===== config.mk =====
export PLATFORM = sky130hd
export DESIGN_NAME = dcsk_demod
export DESIGN_NICKNAME = d
export VERILOG_FILES = /design/src/rtl/dcsk_demod.sv
export SDC_FILE = /design/constraint.sdc
export NUM_CORES = 1
export LEC_CHECK = 0
export CAP_MARGIN = 20
export CELL_PAD_IN_SITES_DETAIL_PLACEMENT = 0
export CELL_PAD_IN_SITES_GLOBAL_PLACEMENT = 1
export CORE_UTILIZATION = 40
export DETAILED_ROUTE_END_ITERATION = 6
export PLACE_DENSITY_LB_ADDON = 0.12
export SYNTH_ARGS = -nofsm -noshare
export SYNTH_HDL_FRONTEND = slang
export SYNTH_SLANG_ARGS = --single-unit

===== constraint.sdc =====
create_clock -name Clk -period 12.6 [get_ports Clk]
set_clock_uncertainty 0.15 [all_clocks]
set_input_delay 1.26 -clock Clk [delete_from_list [all_inputs] [get_ports Clk]]
set_output_delay 1.26 -clock Clk [all_outputs]
set_load 0.01 [all_outputs]

===== src/rtl/dcsk_demod.sv =====
// DCSK demodulator: frames the incoming chip stream into reference/data
// halves, correlates each data chip against its stored reference chip,
// decides one bit per spreading period and packs 32 bits into a word.
module dcsk_demod #(
   parameter int WORD_W = 32,
   parameter int MAX_SF = 32
) (
   input  logic              Clk,
   input  logic              Rst,
   input  logic              In_Mod_Data,
   input  logic              Valid,
   input  logic [1:0]        Spread_Factor_Sel,
   output logic [WORD_W-1:0] Out_Data,
   output logic              Valid_Data
);
   localparam int CW = $clog2(MAX_SF);     // chip index width
   localparam int RD = MAX_SF / 2;         // reference buffer depth
   localparam int RW = $clog2(RD);         // reference index width
   localparam int BW = $clog2(WORD_W);     // bit index width

   logic [CW-1:0]      r_chip_cnt;
   logic [BW-1:0]      r_bit_cnt;
   logic [1:0]         r_sf_sel;
   logic [RD-1:0]      r_ref;
   logic signed [6:0]  r_acc;
   logic [WORD_W-1:0]  r_word;

   logic               w_word_start;
   logic               w_is_ref;
   logic               w_last_chip;
   logic               w_last_bit;
   logic               w_match;
   logic               w_bit;
   logic [1:0]         w_sf_sel;
   logic [CW-1:0]      w_half;
   logic [CW-1:0]      w_last_idx;
   logic [CW-1:0]      w_data_off;
   logic [RW-1:0]      w_ref_wr_idx;
   logic [RW-1:0]      w_ref_rd_idx;
   logic signed [6:0]  w_acc_next;
   logic [WORD_W-1:0]  w_word_next;

   // Framing, correlation step and bit decision for the chip on the input
   always_comb begin
      // The spreading factor is taken live on the very first chip of a word
      // (it is latched on that same edge) and from the latch afterwards.
      w_word_start = (r_bit_cnt == '0) && (r_chip_cnt == '0);
      w_sf_sel     = w_word_start ? Spread_Factor_Sel : r_sf_sel;
      w_half       = CW'(2);
      w_last_idx   = CW'(3);
      case (w_sf_sel)
         2'b00: begin w_half = CW'(2);  w_last_idx = CW'(3);  end
         2'b01: begin w_half = CW'(4);  w_last_idx = CW'(7);  end
         2'b10: begin w_half = CW'(8);  w_last_idx = CW'(15); end
         default: begin w_half = CW'(16); w_last_idx = CW'(31); end
      endcase
      w_is_ref     = (r_chip_cnt < w_half);
      w_data_off   = r_chip_cnt - w_half;
      w_ref_wr_idx = r_chip_cnt[RW-1:0];
      w_ref_rd_idx = w_data_off[RW-1:0];
      w_match      = ~(In_Mod_Data ^ r_ref[w_ref_rd_idx]);
      w_acc_next   = w_match ? (r_acc + 7'sd1) : (r_acc - 7'sd1);
      w_last_chip  = (r_chip_cnt == w_last_idx);
      w_last_bit   = (r_bit_cnt == BW'(WORD_W - 1));
      // Non-negative correlation (including a tie) decides a 1
      w_bit        = ~w_acc_next[6];
      w_word_next  = {r_word[WORD_W-2:0], w_bit};
   end

   // Counters, reference buffer, accumulator and word output; Valid=0 freezes all
   always_ff @(posedge Clk) begin
      Valid_Data <= 1'b0;
      if (Rst) begin
         r_chip_cnt <= '0;
         r_bit_cnt  <= '0;
         r_sf_sel   <= '0;
         r_ref      <= '0;
         r_acc      <= '0;
         r_word     <= '0;
         Out_Data   <= '0;
      end else if (Valid) begin
         if (w_word_start) begin
            r_sf_sel <= Spread_Factor_Sel;
         end
         if (w_is_ref) begin
            r_ref[w_ref_wr_idx] <= In_Mod_Data;
            if (r_chip_cnt == '0) begin
               r_acc <= '0;
            end
         end else begin
            r_acc <= w_acc_next;
         end
         if (w_last_chip) begin
            r_chip_cnt <= '0;
            if (w_last_bit) begin
               r_bit_cnt  <= '0;
               r_word     <= '0;
               Out_Data   <= w_word_next;
               Valid_Data <= 1'b1;
            end else begin
               r_bit_cnt <= r_bit_cnt + BW'(1);
               r_word    <= w_word_next;
            end
         end else begin
            r_chip_cnt <= r_chip_cnt + CW'(1);
         end
      end
   end
endmodule


==> results.md, run 1 <==
- Worst-margin pin slew: 914 ps
- Worst skew pair latency: 370 ps
- Area Overhead vs Synth: 16.0%
- Top achievable clock speed: 0.172 GHz
- CTS tree: yes
- Critical path startpoint category: input pin
- Synth cell types: 53
- Hold buffer count at cts: 0
- Vias per Instance: 5.16
- Vias: 2,861
- Clock power share: 35.8%
- Gate power share: 10.9%
- Kind of critical path: input pin to flop
- Layout cells sized above 1: 8.31%
- Clock buffer depth: 2
- Die area: 10,700 um2
- CP arrival: 5930 ps
- Fin crit share: 46.1%
- Top Ports: 39
- Routed Antenna Nets: 0
- # rows: 36
- Setup_tns: 0 ps
- Syn Nets: 410
- Largest net degree at the start of global routing: 38
- Final global-route overflow total: 0
- Max-Cap Viols: 0
- Largest family of logic cells by synthesized area: compound AO/OA/AOI/OAI gates
- GRT Total Usage: 16.0%
- Crit path max-delay family: adder cells
- H-tree depth: 3
- DRC violations left: 0
- Synth Register Bits: 99
- CP endpoint kind: flop
- Switching pwr: 0.153 mW
- First-pass GRT wire length: 13.9 mm
- Final setup fails: 0
- Root Driver: clkbuf_8
- Vias in the first global route: 2,705
- Met1 Usage GRT: 23.4%
- Final Max Slew Viols: 0
- Syn avg cell area: 10.7 um2
- Worst-path clk slew: 100 ps
- Drt pass-1 iters: 4
- Post-Syn Area: 4130 um2
- Synthesized instance count: 386
- Die Wd: 104 um
- Port bufs: 38
- Hold Fails Final Rpt: 0
- Post-synthesis sequential area ratio: 47.9%
- Fin crit period: 5810 ps
- Mux share of post-synthesis cell area: 8.50%
- Synth Flop Type: dfxtp_1
- Buffers & Inverters on Critical Path: 3
- Yosys warnings: 0
- Core area: 9910 um2
- Synth Area in XOR/XNOR: 2.30%
- Grt met3 use: 3.08%
- Final worst setup slack: 6790 ps
- Sequential share of power: 53.3%
- Met2 Use GR: 22.1%
- Post-cts resize count: 0
- Critical Path RT: 12,720 ps
- LEAKAGE: 1.82 nW
- Post-Synth Simple-Gate Area: 12.6%
- Clk sink count: 99
- Pint: 0.449 mW
- ANT cells: 0
- Min-delay worst type: flop to flop
- Power Dens Cells: 126 nW/um2
- Nets@finish: 440
- RSZ-0062 raised after global routing: false
- Die height: 104 um
- Critical-path cell list: clkdlybuf4s50_1 -> nor2_1 -> mux2_2 -> ha_1 -> inv_1 -> fa_1 -> mux4_2 -> mux2i_1 -> mux2i_1 -> xnor2_2 -> inv_1 -> ha_1 -> nor2b_1 -> o31a_1 -> or3_1 -> o2111ai_1 -> xnor2_1 -> o41ai_1
- Worst hold margin: 327 ps
- Most used routing layer: met1
- Post-CTS Setup Repair Bufs: 0
- Final HPWL DP: 5.31 mm
- Antenna violations before repair: 0
- Worst path max stage delay: 620 ps
- Adder-cell share of the synthesized area: 5.81%
- GPL Wtd Cong: 0.754
- DR WL/cell: 14.7 um
- Area share of the largest cell type after synthesis: 47.9%
- Critical path peak fanout: 6
- Post-synth ARST share: 0%
- Worst path slowest cell: fa_1
- Post-synth EDFFs: 0
- Util after Layout: 48.4%
- CTS Buf Count: 9
- Synth area leaders: dfxtp_1 (48%), a22o_1 (13%), mux2i_1 (6.1%), ha_1 (4.8%), nor2_1 (4.4%)
- Iteration-0 DRC Markers: 93
- Total Wirelength: 8.15 mm
- Slew HR: 39.0%
- Largest area contributor in the netlist: dfxtp_1
- Maximum VDD drop: 49.4 uV
- Compound-Gate Fraction of Synth Area: 18.8%
- Status: finished clean
- Initial Util: 41.7%
- Switching Fraction: 25.4%
- Pre-CTS setup slack: 6380 ps
-- state kept, by name (all words and copies together) (netlist names) --
signal      cells
Out_Data       32
r_word         31
r_ref          16
r_acc           7
r_bit_cnt       5
r_chip_cnt      5
r_sf_sel        2
Valid_Data      1
-- layout by cell type (no fill, tap or decap), drive strengths merged, types with 2 or more instances in the layout --
master         instances
a211oi                 3
a21o                   3
a21oi                  8
a22o                  61
a22oi                  2
a31oi                  3
and2                   3
and3                   3
buf                    3
clkbuf                12
clkdlybuf4s50         38
dfxtp                 99
fa                     2
ha                    16
inv                   13
mux2i                 25
mux4                   4
nand2                  9
nand2b                 6
nand3                  9
nand3b                 3
nor2                  48
nor2b                  3
nor3                   5
nor3b                  2
nor4b                  2
o21ai                  6
or3                    3
or4b                   2
xnor2                  5
xor2                   5
-- power groups by stage --
stage	logic (mW)	registers (mW)	clock network, mW
floorplan	0.0533	0.327	0
global placement	0.0663	0.328	0
detailed placement	0.0664	0.328	0
CTS	0.0668	0.321	0.221
global route	0.0739	0.322	0.235
finish	0.0659	0.321	0.215
-- routing by layer --
layer | vias up | share of wire [%]
met4 | 0 | 1.9
met2 | 40 | 41
li1 | 1459 | -
met3 | 11 | 3.0
met1 | 1351 | 54
met5 | - | 0
-- per-stage QoR --
stage	std cells	area [um2]	power [mW]
floorplan	386	4130	0.380
global placement	538	4580	0.395
detailed placement	538	4580	0.395
CTS	554	4790	0.609
global route	554	4790	0.631
finish	554	4790	0.602
-- layout make-up --
type	instances	area, um2
clock inverter	4	55.1
clock buffer	12	155
inverter	11	41.3
tap	133	166
multi-input combinational	254	1990
fill	946	5120
sequential	99	1980
timing repair buffer	41	403
-- logic make-up (layout without fill, tap and decap cells) --
group / Yosys count / in the layout
mux: 30 / 30
buf+inv: 33 / 68
fa+ha+maj: 18 / 18
compound gates: 94 / 94
flops: 99 / 99
simple gates: 102 / 102
xor+xnor: 10 / 10
-- worst register-to-register path: stages (launching register included) --
cell       delay, ps
dfxtp_1          410
inv_1            160
ha_1             210
nor4b_2          360
nand2_1          280
mux2_2           290
ha_1             130
inv_1             40
fa_1             620
mux4_2           530
mux2i_1          140
mux2i_1          120
xnor2_2          320
inv_1            210
ha_1             370
nor2b_1          160
o31a_1           270
or3_1            350
o2111ai_1        170
xnor2_1          140
o41ai_1          230
-- worst paths after layout --
kind,from,to,slack [ps],cells after the start
hold reg to reg,r_word[30],Out_Data[31],330,1
setup / recovery,Spread_Factor_Sel[1],r_word[0],6790,18
hold / removal,r_word[30],Out_Data[31],330,1
setup reg to reg,r_chip_cnt[0],r_word[0],6850,20
-- synth_stat cells, drive strengths merged (2+ instances only) --
master / n
a22o: 61
nor2: 48
nand2: 9
inv: 11
xnor2: 5
nor3: 5
buf: 12
fa: 2
a21o: 3
a21oi: 8
a22oi: 2
or4b: 2
or3: 3
ha: 16
nand2b: 6
o21ai: 6
nor4b: 2
a31oi: 3
nor2b: 3
mux4: 4
nand3: 9
xor2: 5
dfxtp: 99
and2: 3
mux2i: 25
nand3b: 3
nor3b: 2
a211oi: 3
and3: 3
clkbuf: 10
(Power assumes the default switching activity.)
==> run 2: changes to the inputs <==
==> constraint.sdc (replaced) <==
create_clock -name Clk -period 4.9 [get_ports Clk]
set_clock_uncertainty 0.15 [all_clocks]
set_input_delay 0.49 -clock Clk [delete_from_list [all_inputs] [get_ports Clk]]
set_output_delay 0.49 -clock Clk [all_outputs]
set_load 0.01 [all_outputs]
==> results.md, run 2 (synthesis gave the netlist of run 1 again) <==
- Status: finished clean
- Worst-path clk slew: 100 ps (about the same)
- Port bufs: 38 (unchanged)
- Switching Fraction: 28.1% (+2.7 points)
- Worst reg2reg path depth: 22 (+10%)
- Drt pass-1 iters: 4 (unchanged)
- CP Launch Point: r_chip_cnt[1]
- Reg-to-reg endpoint: Out_Data[0]
- Biggest regs: Out_Data x32, r_word x31, r_ref x16
- Vias in the first global route: 2,961 (+9.5%)
- Worst path max stage delay: 520 ps (-100 ps)
- GRT Total Usage: 16.3% (+0.39 points)
- RR Startpoint: r_chip_cnt[1]
- Antenna violations before repair: 0 (unchanged)
- Critical Path Most Common Cell: buf_4
- ANT cells: 0 (unchanged)
- Root Driver: clkbuf_8
- FF+latch area: 1990 um2 (+0.25%)
- Hold Fails Final Rpt: 0 (unchanged)
- Maximum VDD drop: 193 uV (+290%)
- Gate power share: 15.5% (+4.6 points)
- Critical-path cell list: inv_2 -> ha_4 -> nor4b_4 -> nand2_2 -> buf_4 -> buf_4 -> a31oi_2 -> fa_2 -> buf_4 -> mux4_2 -> mux2i_1 -> mux2i_1 -> xnor2_2 -> inv_2 -> ha_4 -> nor2b_4 -> o31a_1 -> or3_4 -> o2111ai_4 -> xnor2_2 -> buf_4 -> o2bb2ai_1
- Vias: 3,043 (+6.4%)
- Die area: 10,700 um2 (unchanged)
- Design area: 5190 um2 (+8.4%)
- Layout cells sized above 1: 20.9% (+13 points)
- Top Ports: 39 (unchanged)
- CP arrival: 4870 ps (-1060 ps)
- # rows: 36 (unchanged)
- Area taken by multi-input logic gates: 2140 um2 (+7.6%)
- Final global-route overflow total: 0 (unchanged)
- Initial Util: 41.7% (unchanged)
- Iteration-0 DRC Markers: 81 (-13%)
- Hold depth: 1 (unchanged)
- Routed Antenna Nets: 0 (unchanged)
- First-pass GRT wire length: 14.3 mm (+3.2%)
- Top reg by flops: Out_Data
- Fill cells: 910 (-3.8%)
- Critical Path RT: 5010 ps (-7710 ps)
- Worst Setup EP: Out_Data[0]
- Die height: 104 um (unchanged)
- Die Wd: 104 um (unchanged)
- Final setup fails: 0 (unchanged)
- Hold path startpoint: Out_Data[0]
- Post-placement cell area: 4760 um2 (+3.9%)
- Fin crit period: 4760 ps
- Number of flip-flops in the largest register: 32 (unchanged)
- Nets@finish: 473 (+7.5%)
- Largest net degree at the start of global routing: 35 (-7.9%)
- Sequential share of power: 51.8% (-1.5 points)
- # placed instances: 560 (+4.1%)
- Clk sink count: 99 (unchanged)
- RSZ-0062 raised after global routing: true
- Final HPWL DP: 5.70 mm (+7.4%)
- CTS Buf Count: 9 (unchanged)
- LEAKAGE: 2.03 nW (+12%)
- Slew HR: 37.7% (-1.3 points)
- Worst skew pair latency: 360 ps (about the same)
- Util after Layout: 52.4% (+4.0 points)
- Critical path peak fanout: 4 (-2)
- Vias per Instance: 5.18 (+0.38%)
- Max-Cap Viols: 0 (unchanged)
- Worst path slowest cell: fa_2
- H-tree depth: 3 (unchanged)
- Final Max Slew Viols: 0 (unchanged)
- Post-Layout Cell Count: 587 (+6.0%)
- Top achievable clock speed: 0.210 GHz
- Hold buffer count at cts: 0 (unchanged)
- Clock buffer depth: 2 (unchanged)
- Core area: 9910 um2 (unchanged)
- Min-delay worst type: flop to flop
- Clock power share: 32.7% (-3.1 points)
- CTS tree: yes
- Kind of critical path: flop to flop
- Worst-margin pin slew: 932 ps (+18.3 ps)
- Fin crit share: 97.2%
- Pint: 1.14 mW (+150%)
- GPL Wtd Cong: 0.769 (+2.1%)
- DRC violations left: 0 (unchanged)
- Commonest non-fill, non-tap cell in the layout: dfxtp_1
- Commonest cells after routing, fill and taps aside: dfxtp_1 (95), a22o_1 (61), nor2_1 (48)
- CP endpoint kind: flop
- DR WL/cell: 14.7 um (-0.41%)
- Critical path startpoint category: flop
- Area Overhead vs Synth: 25.6%
- Total Wirelength: 8.60 mm (+5.5%)
- Setup slack, reg-to-reg: 140 ps (-6710 ps)
- Power Dens Cells: 306 nW/um2 (+140%)
- Switching pwr: 0.447 mW (+190%)
-- run 2: cell count changes in the layout (fill, tap and decap cells not counted), moves of 3 or more --
| cell | previous run | this run |
|---|---|---|
| buf_4 | 3 | 34 |
| inv_1 | 10 | 4 |
| inv_2 | 1 | 7 |
| ha_1 | 16 | 11 |
| ha_4 | 0 | 5 |
| dfxtp_1 | 99 | 95 |
| dfxtp_2 | 0 | 4 |
| inv_8 | 0 | 3 |
-- run 2: worst min path at each step --
stage	end	slack (ps)
final	Out_Data[0]	330
after global routing	Out_Data[9]	360
after CTS	Out_Data[0]	340
after detailed placement	Out_Data[31]	310
after global placement	Out_Data[31]	310
after floorplan	r_word[30]	290
-- run 2: worst max-delay path, delay by kind of cell, from the launching register on --
kind,cells,cell delay (ps)
compound gates,4,700
buf+inv,6,790
fa+ha+maj,3,890
xor+xnor,2,400
simple gates,4,850
flops,1,340
mux,3,550
-- run 2: what timing repair did --
action | 4_1_cts | 5_1_grt
gates resized for setup | 18 | 13
buffers inserted | 7 | 4
gates cloned | 0 | 0
pin swaps | 11 | 11
setup endpoints to repair | 3 | 3
-- run 2: final cells by class --
class	instances	share of cell area, %
Sequential cell	99	38.3
Clock inverter	7	1.45
Multi-Input combinational cell	254	41.2
Inverter	11	0.795
Clock buffer	9	2.38
Tap cell	133	3.20
Timing Repair Buffer	74	12.7
-- run 2: power by group through the flow --
stage	combinational (mW)	sequential (mW)	clock [mW]
finish	0.246	0.824	0.521
global route	0.269	0.826	0.573
CTS	0.230	0.824	0.543
detailed placement	0.203	0.841	0
global placement	0.202	0.841	0
floorplan	0.140	0.841	0
-- run 2: metrics by stage --
| stage | power [mW] | setup slack [ps] | hold WS [ps] | setup TNS (ps) |
|---|---|---|---|---|
| 2_1_floorplan | 0.981 | 0.0591 | 293 | 0 |
| 5_1_grt | 1.67 | -142 | 362 | -373 |
| 3_5_place_dp | 1.04 | -200 | 311 | -364 |
| 3_3_place_gp | 1.04 | -12.4 | 312 | -20.0 |
| 6_report | 1.59 | 138 | 334 | 0 |
| 4_1_cts | 1.60 | 1.25 | 336 | 0 |
-- run 2: layer usage --
metal / routed length [um] / vias to the layer above / GRT usage [%]
met4: 80 / 0 / 4.69
met1: 4330 / 1461 / 22.1
li1: - / 1533 / -
met5: 0 / - / 0
met3: 256 / 7 / 3.78
met2: 3940 / 42 / 26.1
==> run 3: changes to the inputs <==
--- a/config.mk
+++ b/config.mk
@@ -9,6 +9,7 @@
 export CELL_PAD_IN_SITES_DETAIL_PLACEMENT = 0
 export CELL_PAD_IN_SITES_GLOBAL_PLACEMENT = 1
 export CORE_UTILIZATION = 40
+export CTS_CLUSTER_DIAMETER = 40
 export DETAILED_ROUTE_END_ITERATION = 6
 export PLACE_DENSITY_LB_ADDON = 0.12
 export SYNTH_ARGS = -nofsm -noshare
==> results of run 3 <==
No change in the layout: final DEF, timing and power equal those of run 2.
